### src/rtl/noc_input_buffer.sv
// Per-inport wormhole flit FIFO: buffers link flits, requests one outport per packet, pops on grant.
// Latency: flit written at edge N is on flit_out after N; a head requests from cycle N+2; flit_rel is registered.
// Backpressure: credit based; a flit offered when full with no same-cycle removal is dropped. Optional INBUF_ERR_CHECK_EN adds a sticky err.
module noc_input_buffer #(
  parameter int P = 7,
  parameter int B = 4,
  parameter int W = 32
) (
  input  logic         clk,
  input  logic         rst,
  input  logic [W-1:0] flit_in,
  input  logic         flit_in_valid,
  output logic [W-1:0] flit_out,
  output logic         flit_out_valid,
  output logic [P-1:0] outport_req,
  input  logic [P-1:0] grant,
  output logic         flit_rel,
  output logic [B-1:0] occupancy,
  output logic         err
);

  localparam int         ENTRIES = 1 << B;
  localparam logic [B-1:0] DEPTH = '1;

  localparam logic [1:0] T_BODY   = 2'b00;
  localparam logic [1:0] T_HEAD   = 2'b01;
  localparam logic [1:0] T_TAIL   = 2'b10;
  localparam logic [1:0] T_SINGLE = 2'b11;

  typedef enum logic [1:0] {IDLE, REQ, ACTIVE} state_t;

  logic [W-1:0] mem [ENTRIES];
  logic [B-1:0] wptr;
  logic [B-1:0] rptr;
  logic [B-1:0] count;
  state_t       state;
  logic [P-1:0] route_reg;
  logic         rel_q;

  logic [1:0] front_type;
  logic       nonempty;
  logic       full;
  logic       pop;
  logic       discard;
  logic       rd;
  logic       push;

  // Front of the FIFO is read straight out of storage so a new flit is usable the cycle after it lands.
  assign flit_out   = mem[rptr];
  assign front_type = flit_out[W-1:W-2];
  assign nonempty   = (count != '0);
  assign full       = (count == DEPTH);

  // In REQ the FIFO is never empty, so one expression covers both REQ and ACTIVE.
  assign flit_out_valid = nonempty && ((state == REQ) || (state == ACTIVE));
  assign outport_req    = flit_out_valid ? route_reg : '0;

  // Grant bits outside our own request are ignored by the AND.
  assign pop     = flit_out_valid && (|(grant & outport_req));
  // Headless BODY/TAIL flits (type bit 0 clear) are thrown away while idle.
  assign discard = (state == IDLE) && nonempty && !front_type[0];
  assign rd      = pop || discard;
  // A removal in the same edge frees a slot, so a full buffer can still accept.
  assign push    = flit_in_valid && (!full || rd);

  assign flit_rel  = rel_q;
  assign occupancy = count;

  // Storage write; contents need no reset since count qualifies them.
  always_ff @(posedge clk) begin
    if (push) begin
      mem[wptr] <= flit_in;
    end
  end

  // Pointer and occupancy bookkeeping, plus the registered release pulse.
  always_ff @(posedge clk) begin
    if (rst) begin
      wptr  <= '0;
      rptr  <= '0;
      count <= '0;
      rel_q <= 1'b0;
    end else begin
      if (push) begin
        wptr <= wptr + 1'b1;
      end
      if (rd) begin
        rptr <= rptr + 1'b1;
      end
      case ({push, rd})
        2'b10:   count <= count + 1'b1;
        2'b01:   count <= count - 1'b1;
        default: count <= count;
      endcase
      rel_q <= rd;
    end
  end

  // Wormhole packet tracking: latch the route on a head, hold it until the packet ends.
  always_ff @(posedge clk) begin
    if (rst) begin
      state     <= IDLE;
      route_reg <= '0;
    end else begin
      case (state)
        IDLE: begin
          if (nonempty && front_type[0]) begin
            route_reg <= flit_out[P-1:0];
            state     <= REQ;
          end
        end
        REQ: begin
          if (pop) begin
            state <= (front_type == T_SINGLE) ? IDLE : ACTIVE;
          end
        end
        ACTIVE: begin
          // TAIL and SINGLE both close the packet; BODY and a stray HEAD are plain data here.
          if (pop && ((front_type == T_TAIL) || (front_type == T_SINGLE))) begin
            state <= IDLE;
          end
        end
        default: state <= IDLE;
      endcase
    end
  end

`ifdef INBUF_ERR_CHECK_EN
  logic overflow;
  logic err_q;

  assign overflow = flit_in_valid && full && !rd;
  assign err      = err_q;

  // Sticky protocol error: any dropped or discarded flit latches it until reset.
  always_ff @(posedge clk) begin
    if (rst) begin
      err_q <= 1'b0;
    end else if (overflow || discard) begin
      err_q <= 1'b1;
    end
  end

`ifndef SYNTHESIS
  // Report each protocol event as it happens.
  always @(posedge clk) begin
    if (!rst && overflow) begin
      $display("%0t %m: overflow, flit dropped (type %b)", $time, flit_in[W-1:W-2]);
    end
    if (!rst && discard) begin
      $display("%0t %m: headless flit discarded (type %b)", $time, front_type);
    end
  end
`endif
`else
  assign err = 1'b0;
`endif

  // Type constants kept for readability of the decode above.
  logic unused_types;
  assign unused_types = ^{T_BODY, T_HEAD};

endmodule
### config.mk
export PLATFORM = sky130hd
export DESIGN_NAME = noc_input_buffer
export DESIGN_NICKNAME = d
export VERILOG_FILES = /design/src/rtl/noc_input_buffer.sv
export SDC_FILE = /design/constraint.sdc
export NUM_CORES = 1
export LEC_CHECK = 0
export ABC_AREA = 1
export BUFFER_PORTS_ARGS = -buffer_cell sky130_fd_sc_hd__buf_2
export CAP_MARGIN = 20
export CELL_PAD_IN_SITES_DETAIL_PLACEMENT = 1
export CELL_PAD_IN_SITES_GLOBAL_PLACEMENT = 2
export CORE_MARGIN = 8
export CORE_UTILIZATION = 44
export CTS_CLUSTER_SIZE = 10
export DETAILED_ROUTE_END_ITERATION = 6
export PLACE_DENSITY = 0.78
export SLEW_MARGIN = 20
export SYNTH_ARGS = -nofsm -noshare
export SYNTH_HDL_FRONTEND = slang
export SYNTH_SLANG_ARGS = --single-unit
### constraint.sdc
create_clock -name clk -period 3.86 [get_ports clk]
set_input_delay 0.193 -clock clk [delete_from_list [all_inputs] [get_ports clk]]
set_output_delay 0.193 -clock clk [all_outputs]
set_load 0.1 [all_outputs]
Word level (Yosys, flattened, before mapping)
Memory sizes are Yosys's and may differ from the RTL's. A register that Yosys moved wholly into a read port is not among the register bits.
Index checks and enable logic that the tools add are counted.
W data, S select, Z words.
{"block": "classes", "order_cmp": 0, "div_mod_pow": 0, "n_bitwise": 1, "shifts": 0, "n_mul": 0, "addsub": 4, "n_reduce_logical": 19, "n_eq_ne": 10, "muxes": 11}
{"operator": "$add A4 B1 Y4 const B", "n": 3}
{"operator": "$eq A2 B2 Y1 const B", "n": 4}
{"operator": "$mux W2", "n": 4}
{"operator": "$mux W4", "n": 2}
{"operator": "$pmux W4 S2", "n": 1}
{"operator": "$and A7 B7 Y7", "n": 1}
{"operator": "$logic_and A1 B1 Y1", "n": 7}
{"operator": "$mux W7", "n": 1}
{"operator": "$reduce_or A7 Y1", "n": 1}
{"operator": "$pmux W2 S3", "n": 1}
{"operator": "$eq A2 B1 Y1 const B", "n": 2}
{"operator": "$eq A4 B4 Y1 const B", "n": 1}
{"operator": "$logic_or A1 B1 Y1", "n": 4}
{"operator": "$ne A2 B1 Y1 const B", "n": 2}
{"operator": "$reduce_bool A4 Y1", "n": 1}
{"operator": "$sub A4 B1 Y4 const B", "n": 1}
{"operator": "$reduce_and A3 Y1", "n": 1}
{"operator": "$logic_not A1 Y1", "n": 2}
{"operator": "$logic_not A2 Y1", "n": 1}
{"operator": "$mux W1", "n": 2}
{"operator": "$ne A2 B2 Y1 const B", "n": 1}
{"operator": "$reduce_and A2 Y1", "n": 1}
{"operator": "$reduce_bool A2 Y1", "n": 1}
{"block": "totals", "output_inout_bits": 46, "register_bits": 22, "latch_bits": 0, "word_cells": 52, "ramBits": 512, "rom_bits": 0, "mem_count": 1, "in_bits": 42}
{"memory": "mem", "words": 16, "width": 32, "read_ports": 1, "rd_ports_with_merged_regs": 1, "write_ports": 1, "line": "32", "rtl": "logic [W-1:0] mem [ENTRIES];"}

Depth between registers and ports, before layout
{"block": "logic_depth", "ltp_word": 12, "mapped_depth": 23, "mapped_depth_nobuf": 21}

Worst setup path before layout
OpenSTA, ideal clock, no wires.
{"block": "synth_path", "path_kind": "register to register", "from": "reg count[3], in the netlist occupancy[3]", "to": "mem mem[0][0] (enable)", "setup_ns": 0.421, "required_ns": 3.439, "stages_incl_launch_ff": 12, "n_path_buf": 0, "arrival_time_ns": 4.139, "synth_period_minus_slack_ns": 4.559, "path_slack_ns": -0.699, "cell_sequence": "dfxtp_1 -> nor2_1 -> nand2_2 -> nand2_2 -> inv_1 -> o21ai_2 -> nand2_4 -> or2_1 -> nand2_2 -> inv_2 -> nand2_2 -> nor2_1"}
{"block": "synth_between", "elab_chain_len": 11, "word_cells_on_any_way": 15, "cone_classes": "1 x eq/ne; 3 x mux; 1 x bitwise; 10 x reduce/logical"}
{"element": "start, declared", "line": "35", "rtl": "logic [B-1:0] count;"}
{"element": "start signal, assigned", "line": "91", "rtl": "2'b10: count <= count + 1'b1;"}
{"element": "start signal, assigned", "line": "92", "rtl": "2'b01: count <= count - 1'b1;"}
{"element": "start signal, assigned", "line": "93", "rtl": "default: count <= count;"}
{"element": "$reduce_bool A4 Y1 (*)", "line": "51", "rtl": "assign nonempty = (count != '0);"}
{"element": "$logic_and A1 B1 Y1 (*)", "line": "55", "rtl": "assign flit_out_valid = nonempty && ((state == REQ) || (state == ACTIVE));"}
{"element": "named net flit_out_valid", "line": "14", "rtl": "output logic flit_out_valid,"}
{"element": "$mux W7", "line": "56", "rtl": "assign outport_req = flit_out_valid ? route_reg : '0;"}
{"element": "$and A7 B7 Y7", "line": "59", "rtl": "assign pop = flit_out_valid && (|(grant & outport_req));"}
{"element": "$reduce_or A7 Y1", "line": "59"}
{"element": "$logic_and A1 B1 Y1 (*)", "line": "59"}
{"element": "$logic_or A1 B1 Y1 (*)", "line": "62", "rtl": "assign rd = pop || discard;"}
{"element": "$logic_or A1 B1 Y1 (*)", "line": "64", "rtl": "assign push = flit_in_valid && (!full || rd);"}
{"element": "$logic_and A1 B1 Y1 (*)", "line": "64"}
{"element": "$mux W1 (*)", "line": "71", "rtl": "if (push) begin"}
{"element": "$mux W1 (not written as such) (*)", "line": "72", "rtl": "mem[wptr] <= flit_in;"}
{"element": "end, declared", "line": "32"}
Mark *: on every way through the listed nets, which the timed path passes. The rest lies on a longest branch.

==> out/metrics.yaml <==
worst_setup_path:
  crit_slowest_cell: "dfxtp_4"
  reg2reg_depth: 11
  rrSetupSlack_ns: 0.67
  worstPathCellList: "buf_6, buf_6, o21ai_0, o211ai_1, nand3_1, nand2_1, buf_2"
  cp_max_fo: 62
  crit_type: "flip-flop to output pin"
  critPathLaunchType: "flip-flop"
  crit_path_frequent_cell: "buf_6"
  max_stage_delay_ns: 0.49
  required_ns: 3.67
  arrival_ns: 3.29
  crit_path_end_kind: "output pin"
  r2r_end: "mem[4][8]"
clock_network:
  cts_setup_buffers: 0
  clkLatencyLatePin_ns: 0.61
  clk_pin_slew_ns: 0.05
  cts_buffer_depth: 3
  htreeDepth: 2
  cts_root_buf: "clkbuf_16"
  cts_tree: "built"
  clock-sinks: 538
  cts_buffers: 60
synthesis:
  yosysSeqAreaShare: 0.750
  synth_top_cell_area_share: 0.725
  yosys_warnings: 0
  synth_edf_count: 512
  ys_ff_latch: 538
  syn_area_per_cell_um2: 13.3
  ys.flop_type: "edfxtp_1"
  synth_area_um2: 21200
  syn_inst: 1595
  yosysUniqueCellTypes: 31
  yosysMostFrequentCell: "edfxtp_1"
  synth.top_cells.by_area: "edfxtp_1 (73%), o21ai_0 (5.9%), nor2_1 (5.0%)"
  yosysTopAreaCell: "edfxtp_1"
  synth_common_cells: "edfxtp_1 (512), nor2_1 (285), o21ai_0 (249)"
  synth_nets: 1646
  synthArstFlopShare: 0
grt:
  antenna_found_initial: 1
  grt_use_met1: 0.283
  top_usage_layer: "met2"
  grt_pass1_vias: 14300
  grt_usage: 0.204
  grt_overflow: 0
  use_met3: 0.0297
  grt_max_degree: 195
  grt_pass1_wl_um: 88200
  grtUsageMet2: 0.337
job:
  maxCapViolations: 0
power:
  pwr_density_cell_nw_per_um2: 743
  total_power_w: 0.0182
  ir_drop_v: 0.00117
  power.leakage_nw: 8.14
worst_hold_path:
  whs_path_depth: 1
  holdPathEnd: "mem[13][19]"
  hp-start: "flit_in[19]"
  hp-class: "input pin to flip-flop"
layout:
  area_delta_synth_final_pct: 15.4
  fin_area_um2: 24500
  nNetsFinal: 1748
  fillers: 4734
  utilization: 0.514
  seq_area_um2: 15900
  multi_input_area_um2: 4750
  largest_register_ffs: 512
  drive_gt1_frac: 0.127
detailed_routing:
  drt-pass1-iter-count: 5
  via_per_inst: 5.81
  drt_iter0_drc: 1207
  drc: 0
  vias: 13600
  drt-wirelength-per-cell_um: 24.7
  wirelength_um: 57900
  antenna_left: 0
run_status:
  run_status: "finished clean"
sta:
  setup_slack_ns: 0.375
  final-max-slew-violation-count: 0
  finalSetupViolCount: 0
  skew_ns: 0.0247
  slew_headroom: 0.330
  worstMarginPinSlew_ns: 1.00
  finalHoldViolations: 0
  timing.fmax_ghz: 0.287
  finalCritPeriodShare: 0.903
  period_minus_slack_ns: 3.48
  rsz0062_at_grt: "no"
place:
  dp_worst_setup_slack_ns: 0.622
  gp_congestion: 0.763
  place_area_um2: 22500
  dp_hpwl_um: 33500
  io_buffers: 86
floorplanning:
  die_w_um: 236
  ios: 88
  coreArea_um2: 47600
  die_h_um: 236
  rows: 80
  die_area_um2: 55500
  start_util: 0.445
==> layout by cell type (no fill, tap or decap), drive strengths merged <==
cell type and n:
a21oi 17, nor2 286, o21ai 263, clkinv 3, o211ai 26, o21bai 1
edfxtp 512, diode 1, conb 1, o221ai 99, o22ai 21, nand4 4
dlygate4sd3 30, inv 50, xor2 2, nand3 61, or2 2, buf 116
ha 9, clkbuf 87, dfxtp 26, nor3 1, nor3b 1, nand2 108
==> per-layer routing <==
metal / part of all wire / vias to the layer above
li1: - / 6159
met1: 0.46 / 6999
met5: 0 / -
met4: 0.018 / 0
met2: 0.48 / 373
met3: 0.048 / 77
==> cells by family after synthesis <==
kind of cell	count (synthesis)	share of synthesized area
compound gates	427	0.123
xor+xnor	2	0.000826
fa+ha+maj	9	0.00531
buf+inv	155	0.0321
flops	538	0.750
other cells	1	0.000177
simple gates	463	0.0889
==> worst max-delay path: cells and delay by family (launching register included) <==
| kind | cells | cell delay (ns) |
|---|---|---|
| buffers and inverters | 3 | 1.34 |
| AO/OA/AOI/OAI | 2 | 0.45 |
| flip-flops | 1 | 0.49 |
| AND/OR/NAND/NOR | 2 | 0.34 |
==> report_power, final <==
part	internal [W]	switching, W
registers	0.00656	0.000140
clock network	0.00286	0.00212
logic	0.00128	0.00522
total	0.0107	0.00748
==> how the worst max path moves through the flow <==
stage	endpoint	depth (start not counted)	start
floorplan	mem[0][0]	11	occupancy[3]
global placement	mem[8][17]	10	flip-flop
detailed placement	mem[4][7]	11	flip-flop
CTS	flit_out[10]	7	flip-flop
global route	flit_out[31]	7	flip-flop
finish	flit_out[31]	7	flip-flop
==> repair_timing <==
action / 4_1_cts / 5_1_grt
resized for setup: 1 / 1
endpoints found under the hold margin: 405 / 0
gates cloned: 0 / 0
pin swaps: 0 / 0
endpoints found under the setup margin: 1 / 1
hold buffers: 30 / 0
==> through the flow <==
| stage | setup TNS [ns] | cells | hold WS [ns] |
|---|---|---|---|
| detailed placement | 0 | 2220 | 0.476 |
| global route | 0 | 2341 | 0.0190 |
| global placement | 0 | 2207 | 0.473 |
| CTS | 0 | 2341 | 0.00384 |
| floorplan | -98.99 | 1595 | 0.262 |
| finish | 0 | 2342 | 0.0401 |
==> final cells by class <==
cell class,count,share of cell area
Sequential cell,538,0.650
Multi-Input combinational cell,902,0.194
Clock buffer,87,0.0664
Timing Repair Buffer,146,0.0492
Tap cell,615,0.0314
Inverter,49,0.00777
Clock inverter,4,0.00102
Antenna cell,1,0.000102
Power figures use the tool's default switching activity.
